<file path="config.mk">
export PLATFORM = sky130hd
export DESIGN_NAME = icache_ctrl
export DESIGN_NICKNAME = d
export VERILOG_FILES = /design/src/rtl/icache_ctrl.sv
export SDC_FILE = /design/constraint.sdc
export NUM_CORES = 1
export LEC_CHECK = 0
export CELL_PAD_IN_SITES_DETAIL_PLACEMENT = 1
export CELL_PAD_IN_SITES_GLOBAL_PLACEMENT = 2
export CORE_ASPECT_RATIO = 0.5
export CORE_MARGIN = 2
export CORE_UTILIZATION = 49
export CTS_CLUSTER_DIAMETER = 40
export CTS_CLUSTER_SIZE = 30
export DETAILED_ROUTE_END_ITERATION = 6
export HOLD_SLACK_MARGIN = 0.1
export PLACE_DENSITY_LB_ADDON = 0.1
export RECOVER_POWER = 25
export SLEW_MARGIN = 20
export SYNTH_ARGS = -nofsm -noshare
export SYNTH_HDL_FRONTEND = slang
export SYNTH_SLANG_ARGS = --single-unit
</file>
<file path="constraint.sdc">
create_clock -name CLK -period 15.8 [get_ports CLK]
set_input_delay 3.16 -clock CLK [delete_from_list [all_inputs] [get_ports CLK]]
set_output_delay 3.16 -clock CLK [all_outputs]
set_load 0.05 [all_outputs]
</file>
<file path="src/rtl/icache_ctrl.sv">
// rtl/icache_ctrl.sv - direct-mapped instruction cache controller
//
// 8 blocks x 16 bytes, 3-bit tag, zero-cycle hit, single outstanding fill.
// Ports:
//   CLK          clock, rising edge
//   RESET        synchronous active-low reset
//   PC           fetch address (tag PC[9:7], index PC[6:4], word PC[3:2])
//   INSTRUCTION  fetched word, zero while BUSYWAIT is high
//   BUSYWAIT     high while INSTRUCTION is not valid
//   mem_read     block read request to instruction memory
//   mem_address  block address {tag,index} of the fill in progress
//   mem_readdata 128-bit block returned by memory
//   mem_busywait high while the memory read is in progress
module icache_ctrl (
    input  logic         CLK,
    input  logic         RESET,
    input  logic [31:0]  PC,
    output logic [31:0]  INSTRUCTION,
    output logic         BUSYWAIT,
    output logic         mem_read,
    output logic [5:0]   mem_address,
    input  logic [127:0] mem_readdata,
    input  logic         mem_busywait
);

    typedef enum logic [1:0] {
        IDLE     = 2'd0,
        MEM_READ = 2'd1,
        UPDATE   = 2'd2
    } state_t;

    state_t state, next_state;

    logic [127:0] data_mem [8];
    logic [2:0]   tag_mem  [8];
    logic [7:0]   valid;

    logic [2:0] pc_tag;
    logic [2:0] pc_index;
    logic [1:0] pc_offset;
    logic       hit;
    logic       fill_done;
    logic       unused_pc;

    assign pc_tag    = PC[9:7];
    assign pc_index  = PC[6:4];
    assign pc_offset = PC[3:2];
    assign unused_pc = ^{PC[31:10], PC[1:0]};

    assign hit       = valid[pc_index] && (tag_mem[pc_index] == pc_tag);
    // A fill completes on the MEM_READ edge where memory has dropped busywait.
    assign fill_done = (state == MEM_READ) && !mem_busywait;

    always_ff @(posedge CLK) begin
        if (!RESET) begin
            state       <= IDLE;
            valid       <= 8'h00;
            mem_address <= 6'd0;
        end else begin
            state <= next_state;
            // Address is captured once on the miss; later PC changes cannot
            // redirect the fill in progress.
            if (state == IDLE && !hit)
                mem_address <= {pc_tag, pc_index};
            if (fill_done)
                valid[mem_address[2:0]] <= 1'b1;
        end
    end

    // Tags and data are not reset; valid bits alone qualify them.
    always_ff @(posedge CLK) begin
        if (RESET && fill_done) begin
            data_mem[mem_address[2:0]] <= mem_readdata;
            tag_mem[mem_address[2:0]]  <= mem_address[5:3];
        end
    end

    always_comb begin
        next_state  = state;
        BUSYWAIT    = 1'b0;
        mem_read    = 1'b0;
        INSTRUCTION = 32'h0000_0000;
        if (RESET) begin
            case (state)
                IDLE: begin
                    if (hit) begin
                        INSTRUCTION = data_mem[pc_index][{pc_offset, 5'b00000} +: 32];
                    end else begin
                        BUSYWAIT   = 1'b1;
                        next_state = MEM_READ;
                    end
                end
                MEM_READ: begin
                    mem_read = 1'b1;
                    BUSYWAIT = 1'b1;
                    if (!mem_busywait)
                        next_state = UPDATE;
                end
                UPDATE: begin
                    BUSYWAIT   = 1'b1;
                    next_state = IDLE;
                end
                default: next_state = IDLE;
            endcase
        end
    end

endmodule

</file>
==> impl_results.md, run 1 <==
- Reg-to-reg critical path startpoint: state[1]
- Power density over the cells: 124 nW/um^2
- Critical Path Sink Type: output pin
- Num CTS Buffers: 91
- DRT Wirelength: 86.8 mm
- CTS sink count: 1064
- Max Cap Violations: 0
- Biggest area consumer among synthesized cells: edfxtp_1
- Relative contribution of the clock network to total power: 0.401
- Final Util: 0.572
- Synth cell types: 23
- Core Box Area: 81800 um^2
- Maximum number of pins on one net before global-route repair: 152
- Latest clock arrival within the worst-skew pair: 0.69 ns
- Setup Skew: 0.0276 ns
- Ports: 203
- Share of the synthesized area in the top cell type: 0.776
- Mean routed wirelength per cell: 28.8 um
- IO buf count: 178
- Clk buf depth: 3
- Rel. slew slack: 0.288
- Switching power: 0.00131 W
- Endpoints failing setup: 0
- Aggregate global-route resource usage: 0.209
- Kind of start point of the critical path: primary input
- Via/cell ratio: 5.82
- DRC marker count from the first detailed-route iteration: 1408
- Initial antenna violation count: 15
- DP HPWL: 43.8 mm
- Internal cell power: 0.00447 W
- Data arrival time of the critical path: 7.81 ns
- Achievable clock frequency: 0.0911 GHz
- Final Hold Vio Count: 0
- Cell Area, Synth: 40600 um^2
- First-pass iteration count of the detailed router: 5
- Number of nets produced by synthesis: 1783
- Critical path required time: 12.64 ns
- Post-Route Setup TNS: 0 ns
- Ordered cell list for the critical path: buf_8, buf_12, mux4_2, xnor2_1, nor4_1, nand3_2, buf_4, nor2_1, clkdlybuf4s50_1
- Clk root buf: clkbuf_16
- Vias in the first global route: 19400
- Hold-fix buffer count after cts: 0
- Wire length of the first global-routing pass: 130 mm
- CP Launch Point: PC[5]
- Maximum level of the CTS H-tree: 3
- Layout cell share with drive strength beyond 1: 0.275
- Number of placed instances, taps included: 2834
- Top area cells in the synthesized netlist: edfxtp_1 (78%), mux4_2 (18%), mux2i_1 (1.3%), dfxtp_1 (0.79%), buf_4 (0.37%)
- Total power: 0.00578 W
- Beginning of the worst hold path: valid[5]
- Final net count: 1994
- Global placement routability congestion: 0.693
- Clock Pin Slew Worst Setup and Hold Paths: 0.07 ns
- Tightest Hold Check Type: register to register
- RSZ-0062 raised after global routing: no
- Residual overflow from global routing: 0
- Combinational fraction of design power: 0.054
- Worst supply voltage drop on vdd: 0.103 mV
- Clock tree from TritonCTS: built
- Worst path max stage delay: 0.85 ns
- Period utilization: 0.695
- Startpoint-to-endpoint class of the critical path: primary input to output pin
- Sequential-to-total area share from yosys stat: 0.784
- Cells after Synth: 1615
- Placed cell areas: 43600 um^2
- Outcome: complete, no violations
- Slew at the pin closest to its max-slew limit: 1.07 ns
- Antenna viol nets, final: 0
- Yosys warnings: 0
- Area growth from synthesis to layout: 15.2%
- Static leakage: 14.6 nW
- Max-slew violation count: 0
- Number of standard cells in the final layout excluding fillers: 3010
- DIE AREA: 85200 um^2
- Most common cell after layout, fill and taps aside: edfxtp_1
- # DRC: 0
- DR vias: 17500
- Die Ht: 207 um
- Final Cell Area: 46700 um^2
- Initial standard-cell utilization of the core: 0.496
- Minimum clock period: 10.97 ns
- Slowest library cell on the worst path: clkdlybuf4s50_1
- Switching share of power: 0.226
- Total number of placement rows: 74
- Most frequent cells in the layout: edfxtp_1 (1048), mux4_2 (325), clkdlybuf4s50_1 (97)
- X dimension of the die: 411 um
- Crit-path max FO: 151
- Synthesis-stage register bit count: 1064
- Sequential share of power: 0.545
- Number of buffers inserted to repair setup after CTS: 0
- Syn Area/Cell: 25.1 um^2
- Post-cts sizing count: 0
## Yosys cell counts
master,n
buf_6,8
buf_1,10
buf_4,20
inv_1,4
nand2b_1,2
o211a_1,1
nor2b_1,1
nor2_1,39
mux4_2,325
ha_1,5
nand3_1,1
mux2i_1,53
nand2_1,19
or3_1,1
edfxtp_1,1048
dfxtp_1,16
clkbuf_1,37
nor3_1,2
buf_2,10
nor4_1,1
a21o_1,8
xnor2_1,3
a22oi_1,1
## logic make-up (layout without fill, tap and decap cells)
kind of cell,count (synthesis),after routing,share of synthesized area
compound gates,10,10,0.00191
flops,1064,1064,0.784
mux,378,378,0.194
other cells,0,4,0
simple gates,66,66,0.00651
fa+ha+maj,5,5,0.00154
buf+inv,89,378,0.0119
xor+xnor,3,3,0.000648
## metal layers
layer / up-vias / global-route usage / part of all wire
met3: 125 / 0.0324 / 0.041
met1: 9562 / 0.301 / 0.44
met5: - / 0 / 0.00015
li1: 7429 / - / -
met2: 388 / 0.344 / 0.50
met4: 2 / 0.0461 / 0.018
## power groups by stage
stage | clock [W] | combinational, W | sequential, W
after CTS | 0.00238 | 0.000324 | 0.00315
after detailed placement | 0 | 0.000323 | 0.00321
after floorplan | 0 | 0.000184 | 0.00323
after global routing | 0.00247 | 0.000338 | 0.00315
final | 0.00232 | 0.000314 | 0.00315
after global placement | 0 | 0.000310 | 0.00321
## through the flow
step / setup slack, ns / hold WS (ns)
floorplan: 2.24 / 0.421
global placement: 4.89 / 0.428
detailed placement: 4.81 / 0.440
CTS: 4.79 / 0.456
global route: 4.52 / 0.477
finish: 4.83 / 0.457
## area by class of cell
class                   instances  area, um^2
clock inverters                74         826
fillers                      6651       35000
clock buffers                  97        2300
well taps                    1102        1380
inverters                       4        15.0
diodes                          4        10.0
repair buffers                203        2070
multi-input cells             462        8340
flip-flops and latches       1064       31800
## critical path, delay by kind of cell
kind / cells / cell delay (ns)
simple gates: 3 / 0.99
xor+xnor: 1 / 0.15
mux: 1 / 0.63
buf+inv: 4 / 2.57
## worst paths after layout
check / cells past startpoint / slack, ns / to
worst max-delay path: 9 / 4.83 / INSTRUCTION[28]
worst min-delay path: 1 / 0.46 / valid[5]
worst max register to register: 7 / 12.41 / data_mem[7][98]
worst min register to register: 1 / 0.46 / valid[5]
## sequential cells by signal, indices dropped and copies added (netlist names)
signal and count:
data_mem 1024, mem_address 6, state 2, tag_mem 24, valid 8
Power figures use the tool's default switching activity.
==> run 2: changes to the inputs <==
==> constraint.sdc (replaced) <==
create_clock -name CLK -period 10.9 [get_ports CLK]
set_input_delay 2.18 -clock CLK [delete_from_list [all_inputs] [get_ports CLK]]
set_output_delay 2.18 -clock CLK [all_outputs]
set_load 0.05 [all_outputs]
==> run 2 against run 1 <==
  * Global-route usage hardly changed
  * Clock-buffer cell count is 1 higher
  * Critical path type unchanged
  * Power is 45% higher
  * Sequential power is 45% higher
  * Wire length is 0.11% lower
  * Register-to-register slack worse by 5.2 ns
==> impl_results.md, run 2 (synthesis results as in run 1) <==
- Outcome: complete, no violations
- Core Box Area: 81800 um^2
- CTS sink count: 1064
- Critical Path Sink Type: output pin
- Crit-path max FO: 108
- Category of cells accounting for the largest share of critical-path delay: buffers and inverters
- Number of buffers inserted to repair setup after CTS: 0
- Rel. slew slack: 0.278
- Final Hold Vio Count: 0
- Kind of start point of the critical path: primary input
- Internal cell power: 0.00649 W
- Slew at the pin closest to its max-slew limit: 1.08 ns
- Hold-fix buffer count after cts: 0
- Num CTS Buffers: 90
- Area growth from synthesis to layout: 15.4%
- Achievable clock frequency: 0.123 GHz
- Residual overflow from global routing: 0
- Number of standard cells in the final layout excluding fillers: 3016
- Slowest library cell on the worst path: clkdlybuf4s50_1
- Worst supply voltage drop on vdd: 0.115 mV
- Max FFs per register: 1024
- Critical path required time: 8.72 ns
- Latest clock arrival within the worst-skew pair: 0.68 ns
- Most frequent cells in the layout: edfxtp_1 (1048), mux4_2 (325), clkdlybuf4s50_1 (94)
- Top cell by count, worst path: mux4_2
- Post-cts sizing count: 0
- Clk buf depth: 3
- DP HPWL: 44.9 mm
- Initial standard-cell utilization of the core: 0.496
- Post-Route Setup TNS: 0 ns
- Final net count: 1999
- Clock Pin Slew Worst Setup and Hold Paths: 0.07 ns
- Setup Skew: 0.0234 ns
- Wire length of the first global-routing pass: 130 mm
- Maximum level of the CTS H-tree: 3
- Relative contribution of the clock network to total power: 0.400
- Number of placed instances, taps included: 2841
- Max-slew violation count: 0
- Layout cell share with drive strength beyond 1: 0.277
- Aggregate global-route resource usage: 0.209
- Max Cap Violations: 0
- Clock tree from TritonCTS: built
- DRT Wirelength: 86.7 mm
- Placed cell areas: 43600 um^2
- Antenna viol nets, final: 0
- Global placement routability congestion: 0.709
- Initial antenna violation count: 17
- Clk root buf: clkbuf_16
- DIE AREA: 85200 um^2
- Combinational fraction of design power: 0.054
- Static leakage: 14.6 nW
- DRC marker count from the first detailed-route iteration: 1353
- Fill cells: 6627
- Count of buffer and inverter cells on the critical path: 3
- Minimum clock period: 8.10 ns
- Switching share of power: 0.224
- Vias in the first global route: 19300
- DR vias: 17500
- Ports: 203
- Most common cell after layout, fill and taps aside: edfxtp_1
- Mean routed wirelength per cell: 28.7 um
- First-pass iteration count of the detailed router: 5
- Maximum number of pins on one net before global-route repair: 109
- Power density over the cells: 179 nW/um^2
- Worst path max stage delay: 0.74 ns
- RSZ-0062 raised after global routing: no
- Data arrival time of the critical path: 5.92 ns
- Startpoint-to-endpoint class of the critical path: primary input to output pin
- Die Ht: 207 um
- Total number of placement rows: 74
- Final Cell Area: 46800 um^2
- Ordered cell list for the critical path: buf_8, buf_12, mux4_2, mux4_2, mux2i_1, nor2_1, clkdlybuf4s50_1
- Period utilization: 0.744
- # DRC: 0
- Endpoints failing setup: 0
- Tightest Hold Check Type: register to register
- Sequential share of power: 0.546
- Switching power: 0.00187 W
- Via/cell ratio: 5.79
- X dimension of the die: 411 um
- IO buf count: 178
## run 2: per-stage QoR
stage,hold WS [ns],utilization,power [W],setup slack [ns]
3_3_place_gp,0.427,0.533,0.00510,2.56
2_1_floorplan,0.421,-,0.00494,1.86
3_5_place_dp,0.439,0.534,0.00512,2.48
6_report,0.459,0.572,0.00836,2.80
5_1_grt,0.478,0.572,0.00862,2.47
4_1_cts,0.457,0.572,0.00846,2.46
## run 2: cell type report
cell class	instances	area, um^2	area share
sequential	1064	31800	0.680
multi-input combinational	462	8350	0.179
clock buffer	98	2330	0.0499
timing repair buffer	209	2100	0.0448
tap	1102	1380	0.0295
clock inverter	71	797	0.0170
inverter	4	15.0	0.000321
antenna	6	15.0	0.000321
## run 2: power by group through the flow
| stage | Combinational [W] | Sequential (W) | Clock, W |
|---|---|---|---|
| 2_1_floorplan | 0.000266 | 0.00467 | 0 |
| 3_3_place_gp | 0.000447 | 0.00465 | 0 |
| 3_5_place_dp | 0.000463 | 0.00466 | 0 |
| 4_1_cts | 0.000466 | 0.00457 | 0.00343 |
| 5_1_grt | 0.000487 | 0.00457 | 0.00356 |
| 6_report | 0.000450 | 0.00457 | 0.00335 |
## run 2: final timing paths
| path | cells after the start | slack, ns | end | start |
|---|---|---|---|---|
| worst min register to register | 1 | 0.46 | valid[7] | valid[7] |
| worst min-delay path | 1 | 0.46 | valid[7] | valid[7] |
| worst max-delay path | 7 | 2.80 | INSTRUCTION[3] | PC[4] |
| worst max register to register | 7 | 7.18 | data_mem[4][117] | state[1] |
## run 2: metal layers
metal  vias up  global-route usage  share of wire
met1      9482               0.297           0.44
met5         -                   0        0.00037
li1       7459                   -              -
met2       406               0.346           0.50
met3       120              0.0366          0.043
met4         6              0.0435          0.017
